===== config.mk =====
export PLATFORM = sky130hd
export DESIGN_NAME = kbd_mmio
export DESIGN_NICKNAME = d
export VERILOG_FILES = /design/src/rtl/kbd_mmio.sv
export SDC_FILE = /design/constraint.sdc
export NUM_CORES = 1
export LEC_CHECK = 0
export ABC_AREA = 1
export CORE_MARGIN = 10
export CORE_UTILIZATION = 53
export CTS_CLUSTER_SIZE = 12
export DETAILED_ROUTE_END_ITERATION = 10
export PLACE_DENSITY = 0.79
export SLEW_MARGIN = 40
export SYNTH_ARGS = -nofsm -noshare
export SYNTH_HDL_FRONTEND = slang
export SYNTH_SLANG_ARGS = --single-unit

===== constraint.sdc =====
create_clock -name clk -period 2.88 [get_ports clk]
set_input_delay 0.72 -clock clk [delete_from_list [all_inputs] [get_ports clk]]
set_output_delay 0.72 -clock clk [all_outputs]
set_load 0.03 [all_outputs]

===== src/rtl/kbd_mmio.sv =====
// kbd_mmio: PS/2 keyboard receiver with a scancode FIFO behind a small MMIO window.
//
// Ports:
//   clk, rst        system clock; synchronous active-high reset
//   ps2_clk/data    raw asynchronous PS/2 lines
//   ce, we, addr    MMIO select, write strobe, byte offset (0x0 DATA, 0x4 STATUS)
//   data_i, data_o  MMIO write data / combinational read data
//   irq             high while the FIFO holds at least one byte
//   dbg_state_o     receiver FSM state (0 IDLE, 1 DATA, 2 PARITY, 3 STOP)
//
// Optional feature: define KBD_PARITY_CHECK_EN to reject frames whose data plus
// parity bit do not have an odd number of ones (sets sticky perr). Without it the
// parity bit is ignored and perr stays 0.
//
// MMIO handshake: an access is a single clk cycle with ce high; a DATA read pops on
// the rising edge that ends the cycle (only when non-empty), a STATUS write applies
// its clear bits on that same edge. There is no wait state and no ready signal.
module kbd_mmio #(
  parameter int FIFO_DEPTH  = 8,
  parameter int TIMEOUT_CYC = 12500
) (
  input  logic        clk,
  input  logic        rst,
  input  logic        ps2_clk,
  input  logic        ps2_data,
  input  logic        ce,
  input  logic        we,
  input  logic [3:0]  addr,
  input  logic [31:0] data_i,
  output logic [31:0] data_o,
  output logic        irq,
  output logic [1:0]  dbg_state_o
);

  localparam int PW = $clog2(FIFO_DEPTH);
  localparam int CW = PW + 1;
  localparam int TW = $clog2(TIMEOUT_CYC + 1);
  localparam logic [CW-1:0] DEPTH_C = CW'(FIFO_DEPTH);
  localparam logic [TW-1:0] TO_LAST = TW'(TIMEOUT_CYC - 1);

  typedef enum logic [1:0] {
    S_IDLE   = 2'd0,
    S_DATA   = 2'd1,
    S_PARITY = 2'd2,
    S_STOP   = 2'd3
  } state_t;

  // ---------------- synchronizers and edge detect ----------------
  logic clk_s1_q, clk_s2_q, clk_prev_q;
  logic dat_s1_q, dat_s2_q;
  logic fall;

  always_ff @(posedge clk) begin
    if (rst) begin
      clk_s1_q   <= 1'b1;
      clk_s2_q   <= 1'b1;
      clk_prev_q <= 1'b1;
      dat_s1_q   <= 1'b1;
      dat_s2_q   <= 1'b1;
    end else begin
      clk_s1_q   <= ps2_clk;
      clk_s2_q   <= clk_s1_q;
      clk_prev_q <= clk_s2_q;
      dat_s1_q   <= ps2_data;
      dat_s2_q   <= dat_s1_q;
    end
  end

  assign fall = clk_prev_q & ~clk_s2_q;

  // ---------------- receiver FSM ----------------
  state_t         state_q, state_d;
  logic [2:0]     bit_cnt_q, bit_cnt_d;
  logic [7:0]     shift_q, shift_d;
  logic [TW-1:0]  to_cnt_q, to_cnt_d;
  logic           par_ok;
  logic           frame_push;
  logic           perr_set;

`ifdef KBD_PARITY_CHECK_EN
  logic par_q, par_d;
  assign par_ok = ^{par_q, shift_q};
`else
  assign par_ok = 1'b1;
`endif

  always_comb begin
    state_d    = state_q;
    bit_cnt_d  = bit_cnt_q;
    shift_d    = shift_q;
    to_cnt_d   = to_cnt_q;
    frame_push = 1'b0;
    perr_set   = 1'b0;
`ifdef KBD_PARITY_CHECK_EN
    par_d      = par_q;
`endif

    // Watchdog: only runs mid-frame, restarts on every falling edge.
    if (state_q == S_IDLE || fall) begin
      to_cnt_d = '0;
    end else if (to_cnt_q == TO_LAST) begin
      to_cnt_d = '0;
      state_d  = S_IDLE;
    end else begin
      to_cnt_d = to_cnt_q + TW'(1);
    end

    if (fall) begin
      case (state_q)
        S_IDLE: begin
          if (!dat_s2_q) begin
            state_d   = S_DATA;
            bit_cnt_d = 3'd0;
          end
        end
        S_DATA: begin
          // LSB arrives first, so shift right and insert at the top.
          shift_d   = {dat_s2_q, shift_q[7:1]};
          bit_cnt_d = bit_cnt_q + 3'd1;
          if (bit_cnt_q == 3'd7) state_d = S_PARITY;
        end
        S_PARITY: begin
`ifdef KBD_PARITY_CHECK_EN
          par_d = dat_s2_q;
`endif
          state_d = S_STOP;
        end
        S_STOP: begin
          state_d    = S_IDLE;
          frame_push = dat_s2_q & par_ok;
          perr_set   = ~par_ok;
        end
        default: state_d = S_IDLE;
      endcase
    end
  end

  always_ff @(posedge clk) begin
    if (rst) begin
      state_q   <= S_IDLE;
      bit_cnt_q <= 3'd0;
      shift_q   <= 8'd0;
      to_cnt_q  <= '0;
`ifdef KBD_PARITY_CHECK_EN
      par_q     <= 1'b0;
`endif
    end else begin
      state_q   <= state_d;
      bit_cnt_q <= bit_cnt_d;
      shift_q   <= shift_d;
      to_cnt_q  <= to_cnt_d;
`ifdef KBD_PARITY_CHECK_EN
      par_q     <= par_d;
`endif
    end
  end

  assign dbg_state_o = state_q;

  // ---------------- FIFO and status ----------------
  logic [7:0]    mem_q [FIFO_DEPTH];
  logic [PW-1:0] wr_ptr_q, wr_ptr_d, rd_ptr_q, rd_ptr_d;
  logic [CW-1:0] count_q, count_d;
  logic          ovf_q, ovf_d, perr_q, perr_d;
  logic          empty, full, pop, push_ok, ovf_set, sw_wr;

  assign empty   = (count_q == '0);
  assign full    = (count_q == DEPTH_C);
  assign pop     = ce & ~we & (addr == 4'h0) & ~empty;
  // A pop in the same cycle frees the slot, so a full FIFO still accepts.
  assign push_ok = frame_push & (~full | pop);
  assign ovf_set = frame_push & full & ~pop;
  assign sw_wr   = ce & we & (addr == 4'h4);

  always_comb begin
    wr_ptr_d = wr_ptr_q;
    rd_ptr_d = rd_ptr_q;
    count_d  = count_q;
    if (push_ok) wr_ptr_d = wr_ptr_q + PW'(1);
    if (pop)     rd_ptr_d = rd_ptr_q + PW'(1);
    case ({push_ok, pop})
      2'b10:   count_d = count_q + CW'(1);
      2'b01:   count_d = count_q - CW'(1);
      default: count_d = count_q;
    endcase
    // Hardware set takes priority over a software clear in the same cycle.
    ovf_d  = ovf_set  | (ovf_q  & ~(sw_wr & data_i[1]));
    perr_d = perr_set | (perr_q & ~(sw_wr & data_i[2]));
  end

  always_ff @(posedge clk) begin
    if (rst) begin
      wr_ptr_q <= '0;
      rd_ptr_q <= '0;
      count_q  <= '0;
      ovf_q    <= 1'b0;
      perr_q   <= 1'b0;
    end else begin
      wr_ptr_q <= wr_ptr_d;
      rd_ptr_q <= rd_ptr_d;
      count_q  <= count_d;
      ovf_q    <= ovf_d;
      perr_q   <= perr_d;
    end
  end

  always_ff @(posedge clk) begin
    if (push_ok) mem_q[wr_ptr_q] <= shift_q;
  end

  always_comb begin
    data_o = 32'd0;
    case (addr)
      4'h0:    data_o = empty ? 32'd0 : {24'd0, mem_q[rd_ptr_q]};
      4'h4:    data_o = {16'd0, 8'(count_q), 5'd0, perr_q, ovf_q, empty};
      default: data_o = 32'd0;
    endcase
  end

  assign irq = ~empty;

  logic unused_bits;
  assign unused_bits = ^{data_i[31:3], data_i[0]};

endmodule


==> summary.txt, run 1 <==
Placed design
  – Count of input and output buffers: 26
  – Final GP Congestion: approximately 0.9
  – Cell total after placement: between 600 and 700
  – Estimated wirelength of the detail-placed design: 6570 um

Timing
  – Worst setup skew after layout: roughly 16 ps
  – Count of endpoints failing hold in the final timing report: 0
  – Max frequency: approximately 0.37 GHz
  – Period Utilization, post-route: 0.940
  – Setup TNS: 0 ps
  – Max Transition Viols Final: 0
  – Setup repair after global routing missed its margin: no
  – Total setup violations reported at the end of the flow: 0
  – Final Critical Period: roughly 2700 ps

Yosys
  – Yosys warnings: 0
  – Area of the mapped netlist: 0.00480 mm2
  – Most used flip-flop cell after synthesis: sky130_fd_sc_hd__edfxtp_1
  – Average footprint of a synthesized cell: 9.73 um2
  – Async SR Flop Fraction: 0
  – Number of synthesized flops with an enable pin: between 60 and 70
  – Flip-flop and latch count after synthesis: approximately 110
  – Seq/Total Area, Yosys: 0.597
  – Cell types occupying the most area after synthesis: sky130_fd_sc_hd__edfxtp_1 40%, sky130_fd_sc_hd__dfxtp_1 20%, sky130_fd_sc_hd__nor2_1 6.6%, sky130_fd_sc_hd__o21ai_0 5.9%, sky130_fd_sc_hd__nand2_1 3.8%
  – Cell taking the most area after synthesis: sky130_fd_sc_hd__edfxtp_1
  – Number of standard cells after synthesis: roughly 490
  – Area share of the largest cell type after synthesis: 0.401
  – Yosys cell types: 36

Critical path
  – Critical path capture point type: output port
  – Critical path peak fanout: 8
  – Start-to-end type of the worst setup path: in -> out
  – Worst path cell trace: clkdlybuf4s50_1, nor2_2, nand3_1, inv_2, o21ai_0, nor2_1, buf_4
  – Top Family by Delay on Critical Path: buffers and inverters
  – Signal arrival time at the worst endpoint: around 2000 ps
  – Crit path largest cell delay: ~440 ps
  – Worst Setup Start Kind: input pin
  – Cell type of the slowest stage on the worst timing path: sky130_fd_sc_hd__clkdlybuf4s50_1
  – Number of buffer and inverter instances along the worst setup path: 3
  – Data required time at the worst endpoint: between 2000 and 2500 ps

Power and ir drop
  – Total design power: ~2700 uW
  – Static leakage power: 0.00189 uW
  – Power per Cell Area: about 520 mW/mm2
  – Largest vdd supply drop: around 0.36 mV

Routing
  – Number of design-rule violations left by the first detailed-router iteration: 219
  – Vias post-DR: approximately 3400
  – Met2 routed wirelength: a little under 5000 um
  – Met3 routed wirelength: between 600 and 700 um
  – Remaining number of nets flagged by the antenna check after routing: 0
  – Vias per Instance: ~5.4
  – Routed length on met1: 4060 um
  – Drt wl/cell: about 15 um
  – Number of remaining DRC errors: 0
  – Highest routed metal layer: met4
  – Detailed-route wire length: approximately 9600 um
  – Length of the first detailed-routing pass in iterations: 4

Clocking
  – Clock-pin slew on the worst setup and hold paths: approximately 100 ps
  – Number of sinks on the clock net: ~110
  – Number of buffers created by CTS: 9
  – Count of hold buffers inserted by post-cts repair: 0
  – Clock tree from TritonCTS: built
  – Source-to-sink clock delay at the later pin of the worst-skew pair: approximately 370 ps
  – CTS root buffer: sky130_fd_sc_hd__clkbuf_8
  – Number of buffers inserted to repair setup after CTS: 0
  – CTS H-Tree Depth: 3
  – Number of gates given a new drive strength after cts: 0
  – Clk buf depth: 2

Finish
  – Commonest cells after routing, fill and taps aside: 85 x sky130_fd_sc_hd__nor2_1, 64 x sky130_fd_sc_hd__edfxtp_1, 57 x sky130_fd_sc_hd__o21ai_0, 49 x sky130_fd_sc_hd__nand2_1, 46 x sky130_fd_sc_hd__dfxtp_1
  – Leading cell type in the layout, fill and taps excluded: sky130_fd_sc_hd__nor2_1
  – Signed area change from the synthesized netlist to the final layout: 10.7%
  – Filler-free cell count of the finished design: ~640
  – Ant diodes: 0
  – Proportion of layout cells with a drive suffix above 1: 0.123
  – Fillers: just over 700
  – Final-stage net count: between 500 and 600

Global route
  – Via count of the first global-routing pass: between 3000 and 4000
  – Global routing usage summed across all routing layers: 0.143
  – Initial antenna violation count: 0
  – First-pass GRT wire length: between 15000 and 20000 um
  – Remaining global-route overflow: 0
  – Largest net degree at the start of global routing: 33

Floorplanning
  – Die area: ~0.013 mm2
  – I/O pins: 77
  – Die outline height: between 100 and 150 um
  – Initial core utilization: 0.548
  – Die outline width: 115 um
  – Core ar.: around 0.0088 mm2
  – Row Count: 34

Min path
  – Min-delay worst type: reg -> reg

Flow run
  – # Max-Cap Violations: 0

Run status
  – Outcome: complete, no violations
## registers in the layout, indices dropped and copies added, names as in the netlist, 2 cells and up, named ones only
signal / count
bit_cnt_q: 3
rd_ptr_q: 3
mem_q: 64
shift_q: 8
wr_ptr_q: 3
count_q: 4
to_cnt_q: 14
dbg_state_o: 2
## cells by family (layout without fill, tap and decap cells)
group           Yosys count  count (layout)  synth area share
fa+ha+maj                 6               6            0.0156
buf+inv                  77              95            0.0790
compound gates           97              97             0.109
flops                   111             111             0.597
xor+xnor                  5               5           0.00913
simple gates            196             196             0.190
other cells               1              20          0.000782
## synthesized netlist by cell type, drive strengths merged, types with 10 or more instances
cell / instances
buf: 24
nand2: 54
a21oi: 21
o22ai: 11
dfxtp: 47
nor2: 91
nor3: 13
inv: 42
edfxtp: 64
o21ai: 58
nand3: 18
clkbuf: 10
## layout make-up
class                           instances  area (um2)  area share
Inverter                               43         163      0.0306
Sequential cell                       111        2860       0.539
Clock inverter                          6        90.1      0.0170
Clock buffer                           10         128      0.0240
Timing Repair Buffer                   36         305      0.0575
Multi-Input combinational cell        324        1630       0.306
Tap cell                              108         135      0.0254
## path summary, 6_finish.rpt
check        slack [ps]     endpoint  depth (start not counted)           start
min reg2reg         420     dat_s2_q                          1        dat_s1_q
min                 420     dat_s2_q                          1        dat_s1_q
max                 170    data_o[3]                          7         addr[2]
max reg2reg        1050  mem_q[3][3]                          7  dbg_state_o[1]
## worst reg2reg max path, stage by stage (launching register included)
cell and delay (ps):
sky130_fd_sc_hd__dfxtp_1 470, sky130_fd_sc_hd__inv_2 70, sky130_fd_sc_hd__nor2_1 130, sky130_fd_sc_hd__nand2_2 110
sky130_fd_sc_hd__clkinv_2 80, sky130_fd_sc_hd__nand2_2 140, sky130_fd_sc_hd__nor4_1 270, sky130_fd_sc_hd__buf_4 260
## metrics by stage
step | setup WS (ps) | util | cell area, um2 | hold WS, ps
3_3_place_gp | 148 | 0.581 | 5090 | 392
6_report | 174 | 0.606 | 5310 | 416
4_1_cts | 33.0 | 0.606 | 5310 | 417
3_5_place_dp | 101 | 0.581 | 5090 | 393
5_1_grt | 26.0 | 0.606 | 5310 | 439
2_1_floorplan | 274 | - | 4870 | 389
## power by group
group          leakage [uW]  switching [uW]  internal, uW
combinational      0.000909            57.1          21.3
clock              0.000109             512           496
sequential         0.000867            2.37          1660
total               0.00189             572          2180
## per-layer routing
| metal | vias up | GRT usage |
|---|---|---|
| li1 | 1710 | - |
| met1 | 1629 | 0.165 |
| met4 | 0 | 0.0479 |
| met3 | 6 | 0.0438 |
| met5 | - | 0 |
| met2 | 91 | 0.245 |
Note: power is estimated with default switching activity, not from simulation.
==> run 2: changes to the inputs <==
--- a/config.mk
+++ b/config.mk
@@ -6,11 +6,12 @@
 export NUM_CORES = 1
 export LEC_CHECK = 0
 export ABC_AREA = 1
-export CORE_MARGIN = 10
+export CORE_MARGIN = 2
 export CORE_UTILIZATION = 53
 export CTS_CLUSTER_SIZE = 12
 export DETAILED_ROUTE_END_ITERATION = 10
 export PLACE_DENSITY = 0.79
+export SKIP_CTS_REPAIR_TIMING = 1
 export SLEW_MARGIN = 40
 export SYNTH_ARGS = -nofsm -noshare
 export SYNTH_HDL_FRONTEND = slang
==> constraint.sdc (replaced) <==
create_clock -name clk -period 2.9 [get_ports clk]
set_input_delay 0.725 -clock clk [delete_from_list [all_inputs] [get_ports clk]]
set_output_delay 0.725 -clock clk [all_outputs]
set_load 0.03 [all_outputs]
==> run 2 against run 1 <==
  * Critical path depth is the same
  * Total power shrank 4.8%
  * Via count shrank 0.52%
  * Register-to-register slack is essentially flat
  * Non-clock buffer count is the same
  * Critical path type unchanged
  * Critical endpoint is now data_o[6]
  * Largest power group unchanged
  * Highest routed layer unchanged
==> summary.txt, run 2 (synthesis results as in run 1) <==
Run status
  – Outcome: complete, no violations

Floorplanning
  – I/O pins: slightly below 80
  – Row Count: 34
  – Core ar.: approximately 0.0088 mm2
  – Die outline width: approximately 99 um
  – Initial core utilization: 0.548
  – Die area: around 0.0098 mm2
  – Die outline height: slightly below 100 um

Min path
  – Min-delay worst type: reg -> reg
  – Launch point of the worst hold path: clk_s1_q

Critical path
  – Worst reg2reg path depth: 7
  – Crit path largest cell delay: between 400 and 500 ps
  – Worst path cell trace: clkdlybuf4s50_1, nor2_4, nand3_1, inv_2, o21ai_0, nor2_1, buf_4
  – Cell type of the slowest stage on the worst timing path: sky130_fd_sc_hd__clkdlybuf4s50_1
  – Critical path capture point type: output port
  – Endpoint of the worst setup timing path: data_o[6]
  – CP Launch Point: addr[1]
  – Critical path peak fanout: 8
  – Data required time at the worst endpoint: between 2000 and 2500 ps
  – Signal arrival time at the worst endpoint: roughly 2000 ps
  – Launch point of the worst reg-to-reg path: dbg_state_o[1]
  – Critical path depth in cells: 7
  – R2R Setup Slk: roughly 1100 ps
  – Reg-to-reg critical path endpoint: mem_q[3][3]
  – Number of buffer and inverter instances along the worst setup path: 3
  – Start-to-end type of the worst setup path: in -> out
  – Top Family by Delay on Critical Path: buffers and inverters
  – Worst Setup Start Kind: input pin

Finish
  – Final-stage net count: 573
  – Proportion of layout cells with a drive suffix above 1: 0.123
  – Signed area change from the synthesized netlist to the final layout: 10.0%
  – Commonest cells after routing, fill and taps aside: 85 x sky130_fd_sc_hd__nor2_1, 64 x sky130_fd_sc_hd__edfxtp_1, 57 x sky130_fd_sc_hd__o21ai_0, 49 x sky130_fd_sc_hd__nand2_1, 46 x sky130_fd_sc_hd__dfxtp_1
  – Largest registers in the final layout: mem_q x64, to_cnt_q x14, shift_q x8
  – Ant diodes: 0
  – Top register by number of flip-flops: mem_q
  – Area taken by multi-input logic gates: ~0.0016 mm2
  – Reg area: 0.00286 mm2
  – Leading cell type in the layout, fill and taps excluded: sky130_fd_sc_hd__nor2_1
  – Fillers: 721
  – Flip-flop count of the largest register, all copies and words added: 64

Timing
  – Total setup violations reported at the end of the flow: 0
  – Worst setup skew after layout: 9.75 ps
  – Setup TNS: 0 ps
  – Period Utilization, post-route: 0.951
  – Count of endpoints failing hold in the final timing report: 0
  – Slew at the pin closest to its max-slew limit: slightly above 500 ps
  – Max Transition Viols Final: 0
  – Headroom to the max-slew limit: 0.662
  – Final Critical Period: about 2800 ps
  – Setup repair after global routing missed its margin: no
  – Max frequency: between 0.3 and 0.4 GHz

Routing
  – Vias post-DR: between 3000 and 4000
  – Remaining number of nets flagged by the antenna check after routing: 0
  – Vias per Instance: roughly 5.4
  – Number of design-rule violations left by the first detailed-router iteration: 188
  – Drt wl/cell: 14.1 um
  – Detailed-route wire length: 8980 um
  – Number of remaining DRC errors: 0
  – Length of the first detailed-routing pass in iterations: 4

Global route
  – First-pass GRT wire length: 14700 um
  – Remaining global-route overflow: 0
  – Global routing usage summed across all routing layers: 0.191
  – Largest net degree at the start of global routing: 33
  – Initial antenna violation count: 0
  – Via count of the first global-routing pass: between 3000 and 4000

Power and ir drop
  – Total design power: approximately 2600 uW
  – Static leakage power: 0.00187 uW
  – Power per Cell Area: a little under 500 mW/mm2
  – Largest vdd supply drop: 0.432 mV

Flow run
  – # Max-Cap Violations: 0

Clocking
  – Number of sinks on the clock net: 111
  – Clk buf depth: 2
  – Clock tree from TritonCTS: built
  – CTS H-Tree Depth: 3
  – Number of buffers created by CTS: 9
  – Clock-pin slew on the worst setup and hold paths: roughly 90 ps
  – Source-to-sink clock delay at the later pin of the worst-skew pair: approximately 370 ps
  – CTS root buffer: sky130_fd_sc_hd__clkbuf_8

Placed design
  – Count of input and output buffers: 26
  – Final GP Congestion: 0.860
  – Estimated wirelength of the detail-placed design: a little over 6000 um
## run 2: changes by cell type in the layout (fill, tap and decap cells not counted), sizes merged
cell	previous run	this run
bufinv	2	1
clkinv	3	2
clkinvlp	0	1
## run 2: layout make-up
class / count / share of cell area
inverter: 43 / 0.0308
tap: 108 / 0.0256
clock inverter: 5 / 0.0109
sequential: 111 / 0.542
clock buffer: 10 / 0.0242
multi-input combinational: 324 / 0.308
timing repair buffer: 36 / 0.0578
## run 2: where the power goes
group	leakage, uW	switching (uW)	internal, uW
Clock	0.0000931	490	398
Combinational	0.000909	55.8	21.2
Sequential	0.000867	2.40	1650
## run 2: metal layers
metal  vias to the layer above  track usage  wire, um
li1                       1707            -         -
met1                      1617        0.248      4030
met2                        80        0.319      4380
met3                        14       0.0436       437
met4                         0       0.0643       125
met5                         -            0         0
## run 2: worst min-delay path by stage
| stage | cells after the start | slack, ps | end |
|---|---|---|---|
| global placement | 1 | 390 | clk_s2_q |
| floorplan | 1 | 390 | clk_s2_q |
| global route | 1 | 430 | clk_s2_q |
| CTS | 1 | 420 | clk_s2_q |
| detailed placement | 1 | 390 | clk_s2_q |
| finish | 1 | 420 | clk_s2_q |
## run 2: worst reg2reg max path, stage by stage (launching register included)
cell                       delay [ps]
sky130_fd_sc_hd__dfxtp_1          480
sky130_fd_sc_hd__inv_2             80
sky130_fd_sc_hd__nor2_1           140
sky130_fd_sc_hd__nand2_2          110
sky130_fd_sc_hd__clkinv_2          90
sky130_fd_sc_hd__nand2_2          140
sky130_fd_sc_hd__nor4_1           270
sky130_fd_sc_hd__buf_4            260
## run 2: metrics by stage
stage | utilization | cell area [um2] | instances | hold slack [ps] | worst slack, ps
final | 0.603 | 5280 | 637 | 417 | 141
after global routing | 0.603 | 5280 | 637 | 432 | 21.9
after CTS | 0.602 | 5280 | 637 | 419 | 87.1
after detailed placement | 0.581 | 5090 | 622 | 395 | 86.1
after global placement | 0.581 | 5090 | 622 | 392 | 152
after floorplan | - | 4870 | 512 | 389 | 289
